===== config.mk =====
export PLATFORM = sky130hd
export DESIGN_NAME = tt_sweep7
export DESIGN_NICKNAME = d
export VERILOG_FILES = /design/src/rtl/tt_sweep7.sv
export SDC_FILE = /design/constraint.sdc
export NUM_CORES = 1
export LEC_CHECK = 0
export CAP_MARGIN = 20
export CORE_ASPECT_RATIO = 1.2
export CORE_UTILIZATION = 47
export CTS_BUF_LIST = sky130_fd_sc_hd__clkbuf_4 sky130_fd_sc_hd__clkbuf_8
export DETAILED_ROUTE_END_ITERATION = 8
export GPL_TIMING_DRIVEN = 0
export PLACE_DENSITY = 0.79
export SKIP_CTS_REPAIR_TIMING = 1
export SYNTH_ARGS = -nofsm -noshare
export SYNTH_HDL_FRONTEND = slang
export SYNTH_SLANG_ARGS = --single-unit

===== constraint.sdc =====
create_clock -name clk -period 1.66 [get_ports clk]
set_input_delay 0.249 -clock clk [delete_from_list [all_inputs] [get_ports clk]]
set_output_delay 0.249 -clock clk [all_outputs]
set_load 0.05 [all_outputs]

===== src/rtl/tt_sweep7.sv =====
// tt_sweep7 -- sequential truth-table extractor for 7-input function networks.
//
// Drives every minterm 0..127 onto a combinational function-under-test (FUT),
// samples its single output once per minterm and assembles the 128-bit truth
// table, tt[k] = FUT output at minterm k (so tt printed MSB-first is the hex
// signature, bit 127 first).
//
// Parameters:
//   SETTLE   extra cycles each minterm is held before sampling (0..15)
//
// Configuration macro:
//   TT_WEIGHT_EN  when defined, builds the onset counter behind `weight`;
//                 otherwise `weight` is tied to zero.
//
// Ports:
//   clk       in   1    rising-edge clock
//   rst_n     in   1    synchronous active-low reset
//   start     in   1    request a sweep; accepted only when idle
//   fut_out   in   1    FUT output (combinational from x)
//   x         out  7    minterm driven to the FUT
//   busy      out  1    sweep in progress
//   done      out  1    one-cycle pulse when the sweep completes
//   tt_valid  out  1    tt holds a complete table
//   tt        out  128  truth table (partial while busy)
//   weight    out  8    onset size 0..128

module tt_sweep7 #(
    parameter int unsigned SETTLE = 0
) (
    input  logic         clk,
    input  logic         rst_n,
    input  logic         start,
    input  logic         fut_out,
    output logic [6:0]   x,
    output logic         busy,
    output logic         done,
    output logic         tt_valid,
    output logic [127:0] tt,
    output logic [7:0]   weight
);

    typedef enum logic {
        IDLE = 1'b0,
        RUN  = 1'b1
    } state_t;

    localparam logic [3:0] SETTLE_C = 4'(SETTLE);

    state_t     state;
    logic [6:0] idx;
    logic [3:0] wait_cnt;
    logic       sample;

    // The current minterm has been held long enough; take its sample this edge.
    assign sample = (state == RUN) && (wait_cnt == SETTLE_C);

    // idx is cleared on accept and wraps to 0 after minterm 127, so it is
    // always 0 in IDLE and can drive x directly without a mux.
    assign x    = idx;
    assign busy = (state == RUN);

    // NOTE: all state here is updated with non-blocking assignments so every
    // register sees the pre-edge values of the others, regardless of order.
    always_ff @(posedge clk) begin
        if (!rst_n) begin
            state    <= IDLE;
            idx      <= '0;
            wait_cnt <= '0;
            done     <= 1'b0;
            tt_valid <= 1'b0;
            tt       <= '0;
        end else begin
            done <= 1'b0;
            case (state)
                IDLE: begin
                    if (start) begin
                        state    <= RUN;
                        idx      <= '0;
                        wait_cnt <= '0;
                        tt_valid <= 1'b0;
                        tt       <= '0;
                    end
                end
                RUN: begin
                    if (sample) begin
                        tt[idx]  <= fut_out;
                        wait_cnt <= '0;
                        idx      <= idx + 7'd1;
                        // Last minterm: leave RUN on the same edge as its sample.
                        if (idx == 7'd127) begin
                            state    <= IDLE;
                            done     <= 1'b1;
                            tt_valid <= 1'b1;
                        end
                    end else begin
                        wait_cnt <= wait_cnt + 4'd1;
                    end
                end
                default: state <= IDLE;
            endcase
        end
    end

`ifdef TT_WEIGHT_EN
    logic [7:0] weight_q;

    // Onset counter; at most 128 samples, so 8 bits never overflow.
    always_ff @(posedge clk) begin
        if (!rst_n) begin
            weight_q <= '0;
        end else if (state == IDLE && start) begin
            weight_q <= '0;
        end else if (sample) begin
            weight_q <= weight_q + {7'd0, fut_out};
        end
    end

    assign weight = weight_q;
`else
    assign weight = 8'd0;
`endif

endmodule


==> flow_metrics.tcl <==
set metrics [dict create \
    hold_viol_final 0 \
    synthFlopType "dfxtp_1" \
    power_per_cell_area_nw_per_um2 718 \
    power_leakage_nw 6.54 \
    dieArea_sq_um 14000 \
    syn_area_sq_um 6340 \
    gp_congestion 0.792 \
    fin_hold_ws_ns 0.465 \
    die_y_um 129 \
    layout_setup_ws_ns -0.261 \
    drt-pass1-iter-count 5 \
    num-nets-final 887 \
    critPathTopFamily "compound AO/OA/AOI/OAI gates" \
    synthCells 672 \
    hp-class "flop to flop" \
    ant_nets 0 \
    path_cells "inv_4 -> ha_4 -> nand4bb_1 -> buf_6 -> buf_12 -> o31a_1 -> o211ai_1 -> o21ai_1" \
    boundaryPins 150 \
    die_x_um 108 \
    cts_tree "built" \
    required_ns 1.98 \
    cp-end-kind "flop" \
    synth_edf_count 0 \
    netlist_top_cells_area "dfxtp_1 (45%), mux2i_1 (12%), nand2_1 (9.6%), o211ai_1 (5.3%), o31ai_1 (3.4%)" \
    htreeDepth 4 \
    slew_headroom_pct 60.4 \
    fill_cells 806 \
    antenna_found_initial 0 \
    yosysSeqAreaShare_pct 44.8 \
    core_area_sq_um 13200 \
    diodes 0 \
    place_hpwl_um 12900 \
    min_period_ns 1.92 \
    place_area_sq_um 8040 \
    period_share_pct 116 \
    synth_top_area_share_pct 44.8 \
    drt_iter0_drc 352 \
    power_mw 7.07 \
    violations "negative setup slack" \
    numPortBuffers 141 \
    grtUsageTotal_pct 26.8 \
    fin_worst_skew_ns 0.0147 \
    grt_pass1_wl_um 28800 \
    fmax_mhz 521 \
    overflow 0 \
    synth.avg_cell_area_sq_um 9.44 \
    use_met2_pct 45.0 \
    clock_latency_ns 0.47 \
    core.rowCount 46 \
    grt_pass1_vias 5554 \
    vias 6210 \
    ys_warn_count 0 \
    via_per_inst 5.85 \
    ir_worst_vdd_mv 0.528 \
    slowest_stage "dfxtp_4" \
    cts.sink_count 142 \
    path_class "flop to flop" \
    outcome "finished with violations" \
    tightest_slew_ns 0.592 \
    fin_util_pct 74.7 \
    crit_fanout 7 \
    grt.met1_usage_pct 31.0 \
    setup_violations 124 \
    wire_per_inst_um 21.3 \
    top_usage_layer "met2" \
    root_buffer "clkbuf_8" \
    finalMaxSlewViolations 0 \
    ys_types 54 \
    regArea_sq_um 2870 \
    synth_seq_cells 142 \
    wl_um 22600 \
    area_delta_synth_final_pct 55.2 \
    rsz0062_at_grt "yes" \
    drive_gt1_share_pct 26.5 \
    cap_violations 0 \
    synth.largest_area_cell "dfxtp_1" \
    critPathLaunchType "flop" \
    drc_errors 0 \
    cts_buffers 17 \
    worst-path-buf-inv 3 \
    async_flop_share_pct 0 \
    cts_buffer_depth 2 \
    dp.cells 988 \
    max_stage_delay_ns 0.37 \
    multi_input_area_sq_um 3540 \
    design_area_sq_um 9850 \
    fin_cells 1061 \
    grtUsageMet3_pct 9.36 \
    grt_max_degree 17 \
    arrival_ns 2.24 \
    start_util_pct 48.1 \
    clk_pin_slew_ns 0.09 \
]
## cells in the final DEF (no fill, tap or decap), drive strengths merged, types with 4 or more instances in the layout
master          n
and2            7
nand2         163
dlymetal6s2s  138
a21o           11
nand2b          5
o31ai          40
o211ai         56
dfxtp         142
nand3b          4
nand3           4
nor3            7
buf            71
conb            8
or2            10
a21oi          14
inv            13
mux2i          73
nor2           17
o21ai          10
a31oi           9
clkbuf         52
## layout make-up
cell class,count,share of cell area (%)
well taps,168,2.13
repair buffers,185,23.4
clock inverters,15,1.93
plain buffers,62,4.83
inverters,3,0.140
clock buffers,17,2.38
multi-input cells,469,36.0
flip-flops and latches,142,29.2
## worst min-delay path, cell delays in order (launching register included)
cell and delay, ns:
dfxtp_1 0.32, nand2_1 0.05, mux2i_1 0.05
## layer usage
metal	up-vias	part of all wire [%]
met5	-	0
met4	0	4.4
met3	89	8.8
met1	2989	37
met2	353	50
li1	2779	-
## report_power, final
group          total, mW  switching [mW]  leakage, nW  internal (mW)
clock               3.01            1.60        0.213           1.42
sequential          3.41         0.00807         1.15           3.40
combinational      0.649           0.421         5.17          0.228
total               7.07            2.03         6.54           5.05
## state kept, by name, indices dropped and copies added (netlist names)
name,cells
wait_cnt,4
done,1
tt,128
tt_valid,1
busy,1
x,7
## cells in the mapped netlist, types with 3 or more instances
cell,n
nand3b_1,4
clkbuf_1,23
or2_1,5
o211ai_2,11
buf_1,7
a21o_1,8
nor2_1,16
o21ai_0,3
dfxtp_1,142
nand2b_1,4
a21oi_4,8
nor3_1,5
o21ai_1,7
buf_4,10
nand3_1,4
o31ai_2,11
o211ai_1,45
o31ai_1,29
buf_2,19
or3b_1,3
a21oi_1,6
a31oi_1,9
or2_0,5
ha_1,3
nand2_1,163
buf_6,9
and2_1,7
mux2i_1,73
## kinds of logic after synthesis
group,count (synthesis),share of synthesized area [%]
muxes,74,11.7
xor gates and xnor gates,3,0.414
buffers and inverters,71,6.23
AOI/OAI and AO/OA,143,19.0
other,1,0.0591
DFF,142,44.8
adders and majority gates,3,0.592
and+or+nand+nor,235,17.2
## final timing paths
check | slack (ns) | startpoint | end | depth (start not counted)
max | -0.26 | wait_cnt[1] | tt[87] | 8
min | 0.46 | tt[55] | tt[55] | 2
max reg2reg | -0.26 | wait_cnt[1] | tt[87] | 8
min reg2reg | 0.46 | tt[55] | tt[55] | 2
## through the flow
stage               TNS, ns  setup WS [ns]
detailed placement   -65.94         -0.733
global route         -18.66         -0.326
floorplan            -0.545        -0.0403
finish               -12.01         -0.261
global placement     -59.26         -0.656
CTS                  -60.18         -0.351
Note: power is estimated with default switching activity, not from simulation.
